**config.mk**
```make
export PLATFORM = sky130hd
export DESIGN_NAME = uart_tx_flat
export DESIGN_NICKNAME = d
export VERILOG_FILES = /design/src/rtl/uart_tx_if.sv /design/src/rtl/uart_tx.sv /design/src/flat_wrapper.sv
export SDC_FILE = /design/constraint.sdc
export NUM_CORES = 1
export LEC_CHECK = 0
export ABC_AREA = 1
export BUFFER_PORTS_ARGS = -buffer_cell sky130_fd_sc_hd__buf_4
export CAP_MARGIN = 20
export CORE_ASPECT_RATIO = 0.75
export CORE_MARGIN = 2
export CORE_UTILIZATION = 55
export CTS_BUF_LIST = sky130_fd_sc_hd__clkbuf_4 sky130_fd_sc_hd__clkbuf_8
export CTS_CLUSTER_DIAMETER = 40
export DETAILED_ROUTE_END_ITERATION = 12
export MAX_ROUTING_LAYER = met4
export PLACE_DENSITY_LB_ADDON = 0.1
export SLEW_MARGIN = 10
export SYNTH_ARGS = -nofsm -noshare
export SYNTH_HDL_FRONTEND = slang
export SYNTH_SLANG_ARGS = --single-unit
```
**constraint.sdc**
```tcl
create_clock -name i_clock -period 2.3 [get_ports i_clock]
set_input_delay 0.115 -clock i_clock [delete_from_list [all_inputs] [get_ports i_clock]]
set_output_delay 0.115 -clock i_clock [all_outputs]
set_load 0.1 [all_outputs]
```
**src/rtl/uart_tx_if.sv**
```systemverilog
// Byte-in / serial-out handshake of the UART transmitter.
// Master is the byte producer; slave is the transmitter.
interface uart_tx_if;
    logic       i_Tx_DV;
    logic [7:0] i_Tx_Byte;
    logic       o_Tx_Ready;
    logic       o_Tx_Active;
    logic       o_Tx_Serial;
    logic       o_Tx_Done;

    modport master (
        output i_Tx_DV,
        output i_Tx_Byte,
        input  o_Tx_Ready,
        input  o_Tx_Active,
        input  o_Tx_Serial,
        input  o_Tx_Done
    );

    modport slave (
        input  i_Tx_DV,
        input  i_Tx_Byte,
        output o_Tx_Ready,
        output o_Tx_Active,
        output o_Tx_Serial,
        output o_Tx_Done
    );
endinterface

```
**src/rtl/uart_tx.sv**
```systemverilog
// UART transmitter, 8N1, LSB first, with a one-byte holding register so that
// queued frames leave back-to-back without an idle gap.
module uart_tx #(
    parameter int unsigned CLKS_PER_BIT = 57
) (
    input logic      i_clock,
    input logic      i_reset,
    uart_tx_if.slave tx
);

    localparam int unsigned CntW = (CLKS_PER_BIT > 1) ? $clog2(CLKS_PER_BIT) : 1;
    localparam logic [CntW-1:0] CntLast = CntW'(CLKS_PER_BIT - 1);

    typedef enum logic [2:0] {
        StIdle,
        StStart,
        StData,
        StStop,
        StCleanup
    } state_e;

    state_e          state_q;
    logic [CntW-1:0] cnt_q;
    logic [2:0]      idx_q;
    logic [7:0]      shift_q;
    logic [7:0]      hold_q;
    logic            hold_full_q;
    logic            ready_q;
    logic            active_q;
    logic            serial_q;
    logic            done_q;

    logic accept;
    logic direct_load;
    logic hold_load;
    logic bit_end;

    always_comb begin
        accept      = tx.i_Tx_DV & ready_q;
        // An idle transmitter with an empty hold starts the byte straight away.
        direct_load = accept & (state_q == StIdle) & ~hold_full_q;
        hold_load   = accept & ~direct_load;
        bit_end     = (cnt_q == CntLast);
    end

    always_ff @(posedge i_clock) begin
        if (i_reset) begin
            state_q     <= StIdle;
            cnt_q       <= '0;
            idx_q       <= '0;
            shift_q     <= '0;
            hold_q      <= '0;
            hold_full_q <= 1'b0;
            ready_q     <= 1'b1;
            active_q    <= 1'b0;
            serial_q    <= 1'b1;
            done_q      <= 1'b0;
        end else begin
            done_q <= 1'b0;

            if (hold_load) begin
                hold_q      <= tx.i_Tx_Byte;
                hold_full_q <= 1'b1;
                ready_q     <= 1'b0;
            end

            unique case (state_q)
                StIdle: begin
                    serial_q <= 1'b1;
                    active_q <= 1'b0;
                    if (direct_load || hold_full_q) begin
                        shift_q  <= hold_full_q ? hold_q : tx.i_Tx_Byte;
                        state_q  <= StStart;
                        serial_q <= 1'b0;
                        active_q <= 1'b1;
                        cnt_q    <= '0;
                        idx_q    <= '0;
                        if (hold_full_q) begin
                            hold_full_q <= 1'b0;
                            ready_q     <= 1'b1;
                        end
                    end
                end

                StStart: begin
                    if (bit_end) begin
                        cnt_q    <= '0;
                        idx_q    <= '0;
                        state_q  <= StData;
                        serial_q <= shift_q[0];
                    end else begin
                        cnt_q <= cnt_q + CntW'(1);
                    end
                end

                StData: begin
                    if (bit_end) begin
                        cnt_q <= '0;
                        if (idx_q == 3'd7) begin
                            state_q  <= StStop;
                            serial_q <= 1'b1;
                        end else begin
                            idx_q    <= idx_q + 3'd1;
                            serial_q <= shift_q[idx_q + 3'd1];
                        end
                    end else begin
                        cnt_q <= cnt_q + CntW'(1);
                    end
                end

                StStop: begin
                    if (bit_end) begin
                        cnt_q  <= '0;
                        done_q <= 1'b1;
                        if (hold_full_q) begin
                            // Drain the hold into the next frame with no idle cycle.
                            shift_q     <= hold_q;
                            hold_full_q <= 1'b0;
                            ready_q     <= 1'b1;
                            idx_q       <= '0;
                            state_q     <= StStart;
                            serial_q    <= 1'b0;
                        end else begin
                            state_q  <= StCleanup;
                            active_q <= 1'b0;
                        end
                    end else begin
                        cnt_q <= cnt_q + CntW'(1);
                    end
                end

                StCleanup: begin
                    serial_q <= 1'b1;
                    state_q  <= StIdle;
                end

                default: state_q <= StIdle;
            endcase
        end
    end

    assign tx.o_Tx_Ready  = ready_q;
    assign tx.o_Tx_Active = active_q;
    assign tx.o_Tx_Serial = serial_q;
    assign tx.o_Tx_Done   = done_q;

endmodule

```
**src/flat_wrapper.sv**
```systemverilog
// flat-port wrapper written by rule: the top's interface ports become plain ports
module uart_tx_flat 
#(
    parameter int unsigned CLKS_PER_BIT = 57
)
  (i_clock, i_reset, tx_i_Tx_DV, tx_i_Tx_Byte, tx_o_Tx_Ready, tx_o_Tx_Active, tx_o_Tx_Serial, tx_o_Tx_Done);
  uart_tx_if tx_i ();
  input logic i_clock;
  input logic i_reset;
  input wire logic [$bits(tx_i.i_Tx_DV)-1:0] tx_i_Tx_DV;
  input wire logic [$bits(tx_i.i_Tx_Byte)-1:0] tx_i_Tx_Byte;
  output wire logic [$bits(tx_i.o_Tx_Ready)-1:0] tx_o_Tx_Ready;
  output wire logic [$bits(tx_i.o_Tx_Active)-1:0] tx_o_Tx_Active;
  output wire logic [$bits(tx_i.o_Tx_Serial)-1:0] tx_o_Tx_Serial;
  output wire logic [$bits(tx_i.o_Tx_Done)-1:0] tx_o_Tx_Done;
  assign tx_i.i_Tx_DV = tx_i_Tx_DV;
  assign tx_i.i_Tx_Byte = tx_i_Tx_Byte;
  assign tx_o_Tx_Ready = tx_i.o_Tx_Ready;
  assign tx_o_Tx_Active = tx_i.o_Tx_Active;
  assign tx_o_Tx_Serial = tx_i.o_Tx_Serial;
  assign tx_o_Tx_Done = tx_i.o_Tx_Done;
  uart_tx #(.CLKS_PER_BIT(CLKS_PER_BIT)) u_core (.i_clock(i_clock), .i_reset(i_reset), .tx(tx_i));
endmodule
```
==> results.json, run 1 <==
{
  "outcome": "finished clean",
  "worst_pin_slew_ns": 0.4184,
  "synth_nets": 300,
  "synthTopCellsByCount": "nand2_1 (83), nor2_1 (54), dfxtp_1 (33)",
  "cts.sinks": 33,
  "cts_root_buf": "clkbuf_8",
  "drcViolationCount": 0,
  "critPathRequiredTime_ns": 2.48,
  "netlist_instances": 285,
  "fin_setup_tns_ns": 0,
  "worstReg2RegEnd": "u_core.idx_q[0]",
  "h-tree-depth": 2,
  "clkTransAtPathRegs_ns": 0.07,
  "globalRouteOverflowTotal": 0,
  "yosysTopAreaCell": "dfxtp_1",
  "drt_wl_total_mm": 3.974,
  "rr_worst_depth": 6,
  "clk_latency_ns": 0.29,
  "leakagePower_nw": 0.9883,
  "whs_path_depth": 3,
  "reg2reg_from": "u_core.state_q[0]",
  "post_cts_buffers": 0,
  "hold_path.class": "input port to flop",
  "fmax_ghz": 0.6140,
  "final-setup-viol-count": 0,
  "dieWidth_um": 70.23,
  "initial_core_util_pct": 59.48,
  "r2r_slack_ns": 0.67,
  "post-dp-hpwl_mm": 2.881,
  "synth_edf_count": 0,
  "grt_max_degree": 22,
  "yosys_register_bits": 33,
  "max_slew_margin_pct": 72.08,
  "cts.repair.resized": 0,
  "post-route-util_pct": 66.76,
  "start_kind": "flop",
  "gp_congestion": 0.9273,
  "pin_count": 15,
  "post-route-period-util_pct": 70.81,
  "core_area_mm2": 0.003042,
  "pwr_density_cell_mw_per_mm2": 1444,
  "cts_buffers": 5,
  "routed_via_density": 5.189,
  "hold_end": "u_core.hold_q[0]",
  "ys_seq_area_share_pct": 36.51,
  "yosys.cell_count.top_type": "nand2_1",
  "initialDrtViolationCount": 167,
  "via_count": 1754,
  "synth_area_leaders": "dfxtp_1 (37%), nand2_1 (17%), nor2_1 (11%), nand3_1 (6.6%), inv_1 (6.0%)",
  "drv_slew": 0,
  "drtPass1Iterations": 4,
  "routedWlPerCell_um": 11.76,
  "dieArea_mm2": 0.003769,
  "cts_tree": "yes",
  "rsz0062_at_grt": "false",
  "ys_types": 27,
  "layout.nets": 315,
  "avgSynthCellArea_um2": 6.348,
  "track_usage_pct": 24.54,
  "arrival_ns": 1.81,
  "hold_violations": 0,
  "cts_hold_buf": 0,
  "num_rows": 17,
  "area_growth_syn_to_layout_pct": 12.24,
  "drtAntennaViolNets": 0,
  "antenna_cells": 0,
  "synth_top_area_share_pct": 36.51,
  "synth-async-reset-ratio_pct": 0,
  "syn-cell-area_mm2": 0.001809,
  "grt_pass1_vias": 1453,
  "portBuffers": 14,
  "antenna_found_initial": 0,
  "peakVddDrop_v": 0.0006907,
  "min-delay-start": "tx_i_Tx_Byte[0]",
  "die_h_um": 53.67,
  "ys_warn_count": 0,
  "drive_gt1_share_pct": 12.33,
  "min_period_ns": 1.629,
  "synthFlopType": "dfxtp_1",
  "grt_pass1_wl_mm": 6.789,
  "cp_max_fo": 8,
  "maxCapViolCount": 0,
  "crit_type": "flop to flop",
  "fin_worst_skew_ns": 0.005769,
  "clockBufferDepth": 2,
  "worstSetupEndpointType": "flop"
}
==> cells in the final DEF, fill, tap and decap left out, types with 4 or more instances in the layout <==
master	n
a21oi_1	8
dfxtp_1	33
nand4_1	5
nor2_1	54
clkbuf_8	5
inv_1	29
o21ai_0	15
nand3_1	24
nand2_1	83
ha_1	4
nand2_2	4
buf_4	15
==> cell type report <==
cell class,count,area (um^2)
fillers,284,1011
multi-input cells,212,980.9
flip-flops and latches,33,660.6
inverters,33,125.1
repair buffers,15,112.6
clock buffers,5,68.82
well taps,38,47.55
clock inverters,2,35.03
==> per-stage QoR <==
stage / power (W) / cell area, um^2 / setup WS, ns / hold slack, ns / std cells
floorplan: 0.002138 / 1809 / 0.4607 / 0.2745 / 285
global placement: 0.002381 / 1927 / 0.7508 / 0.3840 / 331
CTS: 0.002935 / 2031 / 0.7000 / 0.08736 / 338
detailed placement: 0.002400 / 1927 / 0.7120 / 0.3882 / 331
global route: 0.003215 / 2031 / 0.5324 / 0.09360 / 338
finish: 0.002932 / 2031 / 0.6713 / 0.09444 / 338
==> state kept, by name, summed over array words and instances, names as in the netlist <==
register and flops:
u_core.hold_q 8, u_core.shift_q 8, u_core.hold_full_q 1, u_core.idx_q 3, u_core.tx.o_Tx_Ready 1, u_core.cnt_q 6, u_core.tx.o_Tx_Done 1, u_core.state_q 3
u_core.tx.o_Tx_Serial 1, u_core.tx.o_Tx_Active 1
==> where the power goes <==
group          internal (W)  total (W)  switching [W]
Sequential         0.000774   0.000938       0.000163
Combinational      0.000466    0.00147        0.00100
Clock              0.000315   0.000526       0.000211
Total               0.00156    0.00293        0.00138
==> kinds of logic (layout without fill, tap and decap cells) <==
family                   Yosys count  in the layout  share of synthesized area [%]
buffers and inverters             40             55                          9.266
AO/OA/AOI/OAI                     28             28                          8.368
flip-flops                        33             33                          36.51
AND/OR/NAND/NOR                  180            180                          43.09
adder cells (fa/ha/maj)            4              4                          2.766
==> how the worst max path moves through the flow <==
stage	end	slack (ns)	cells past startpoint	from
6_report	u_core.idx_q[0]	0.67	6	u_core.state_q[0]
5_1_grt	u_core.idx_q[2]	0.53	7	u_core.state_q[0]
4_1_cts	u_core.idx_q[0]	0.70	6	u_core.state_q[0]
3_5_place_dp	u_core.idx_q[0]	0.71	6	u_core.state_q[0]
3_3_place_gp	u_core.idx_q[0]	0.75	6	u_core.state_q[0]
2_1_floorplan	u_core.shift_q[0]	0.46	6	u_core.tx.o_Tx_Ready
==> layer usage <==
metal	vias to the layer above	routed length, um	global-route usage [%]
li1	928	-	-
met1	772	2137	36.66
met2	50	1516	30.97
met3	4	275	6.180
met4	0	45	8.974
met5	-	0	-
==> worst max-delay path, cell delays in order, from the launching register on <==
cell	delay (ns)
dfxtp_1	0.50
nor2_1	0.11
nor2_1	0.33
o21ai_2	0.18
nand3_1	0.21
and2_1	0.16
nor2_1	0.04
Note: power is estimated with default switching activity, not from simulation.
==> run 2: changes to the inputs <==
clock period = 1.7 ns   (was 2.3 ns; I/O delays follow)
==> results.json, run 2 (synthesis results as in run 1) <==
{
  "via_count": 1793,
  "core_area_mm2": 0.003042,
  "fin_hold_ws_ns": 0.06041,
  "drive_gt1_share_pct": 13.82,
  "drtAntennaViolNets": 0,
  "post-route-util_pct": 67.05,
  "cts.sinks": 33,
  "layout.nets": 320,
  "gp_congestion": 0.9265,
  "leakagePower_nw": 0.9966,
  "totalPowerFinal_w": 0.003856,
  "worst_pin_slew_ns": 0.3784,
  "grt_pass1_wl_mm": 7.086,
  "clkTransAtPathRegs_ns": 0.06,
  "pwr_density_cell_mw_per_mm2": 1891,
  "initialDrtViolationCount": 126,
  "critical_path.max_stage_delay_ns": 0.36,
  "path_delay_family": "simple AND/OR/NAND/NOR gates",
  "die_h_um": 53.67,
  "cts.repair.resized": 0,
  "crit_chain": "ha_1, ha_1, inv_1, nor2_1, nor2_1, nand3_1, and2_1, nor2_1",
  "routed_via_density": 5.243,
  "critPathBufInv": 1,
  "maxCapViolCount": 0,
  "start_kind": "flop",
  "cts_hold_buf": 0,
  "rsz0062_at_grt": "false",
  "cts_tree": "yes",
  "fin_worst_skew_ns": 0.003436,
  "track_usage_pct": 25.14,
  "rr_worst_depth": 8,
  "whs_path_depth": 3,
  "post-route-period-util_pct": 90.55,
  "critPathRequiredTime_ns": 1.92,
  "globalRouteOverflowTotal": 0,
  "drv_slew": 0,
  "fin_setup_tns_ns": 0,
  "antenna_cells": 0,
  "slowest_stage": "dfxtp_1",
  "drtPass1Iterations": 5,
  "max_slew_margin_pct": 74.74,
  "layout.area.seq_um2": 661.9,
  "hold_violations": 0,
  "pin_count": 15,
  "dieArea_mm2": 0.003769,
  "min_period_ns": 1.539,
  "final_common_cell": "nand2_1",
  "portBuffers": 14,
  "fin_area_mm2": 0.002039,
  "final-setup-viol-count": 0,
  "worstSetupEndpointType": "flop",
  "arrival_ns": 1.76,
  "cp_max_fo": 6,
  "dieWidth_um": 70.23,
  "area_growth_syn_to_layout_pct": 12.72,
  "clockBufferDepth": 2,
  "drcViolationCount": 0,
  "post-dp-hpwl_mm": 2.943,
  "cpMostUsedCell": "nor2_1",
  "antenna_found_initial": 0,
  "outcome": "finished clean",
  "hold_path.class": "input port to flop",
  "grt_pass1_vias": 1559,
  "cts_buffers": 5,
  "clk_latency_ns": 0.28,
  "crit_type": "flop to flop",
  "layout_common_cells": "nand2_1 (83), nor2_1 (54), dfxtp_1 (32)",
  "routedWlPerCell_um": 11.82,
  "worst-path-stages": 8,
  "grt_max_degree": 20,
  "fillers": 276,
  "cts_root_buf": "clkbuf_8",
  "drt_wl_total_mm": 4.042,
  "initial_core_util_pct": 59.48,
  "peakVddDrop_v": 0.0009154,
  "num_rows": 17,
  "multiInputGateArea_um2": 980.9,
  "place_area_mm2": 0.001966,
  "h-tree-depth": 2,
  "post_cts_buffers": 0,
  "reg.largest.list": "u_core.hold_q x8, u_core.shift_q x8, u_core.cnt_q x6",
  "fmax_ghz": 0.6496
}
-- run 2: per-stage QoR --
stage,cells,setup WS [ns]
after floorplan,285,0.2236
after global placement,336,0.1616
after detailed placement,336,0.1781
after CTS,342,0.1562
after global routing,342,0.01512
final,342,0.1606
-- run 2: final cells by class --
cell class                 instances  area share [%]
clock buffer                       5           3.374
clock inverter                     1          0.2454
inverter                          33           6.135
multi-input combinational        212           48.10
sequential                        33           32.45
tap                               38           2.331
timing repair buffer              20           7.362
-- run 2: worst paths after layout --
kind	slack (ns)	from	to
hold / removal	0.06	tx_i_Tx_Byte[0]	u_core.hold_q[0]
setup / recovery	0.16	u_core.idx_q[0]	u_core.idx_q[0]
setup reg to reg	0.16	u_core.idx_q[0]	u_core.idx_q[0]
hold reg to reg	0.47	u_core.tx.o_Tx_Active	u_core.tx.o_Tx_Active
-- run 2: where the power goes --
group          switching [W]  internal (W)  leakage, nW
Clock               0.000269      0.000269       0.0399
Combinational        0.00139      0.000685        0.686
Sequential          0.000197       0.00105        0.271
-- run 2: metal layers --
metal	vias to the layer above	routed length [um]	GRT usage (%)
met2	74	1653	33.96
met3	4	260	7.678
li1	931	-	-
met5	-	0	-
met4	0	23	6.731
met1	784	2105	35.97
-- run 2: tightest hold or removal path, stage by stage --
cell,delay [ns]
buf_4,0.08
o21ai_0,0.07
nor2_1,0.07
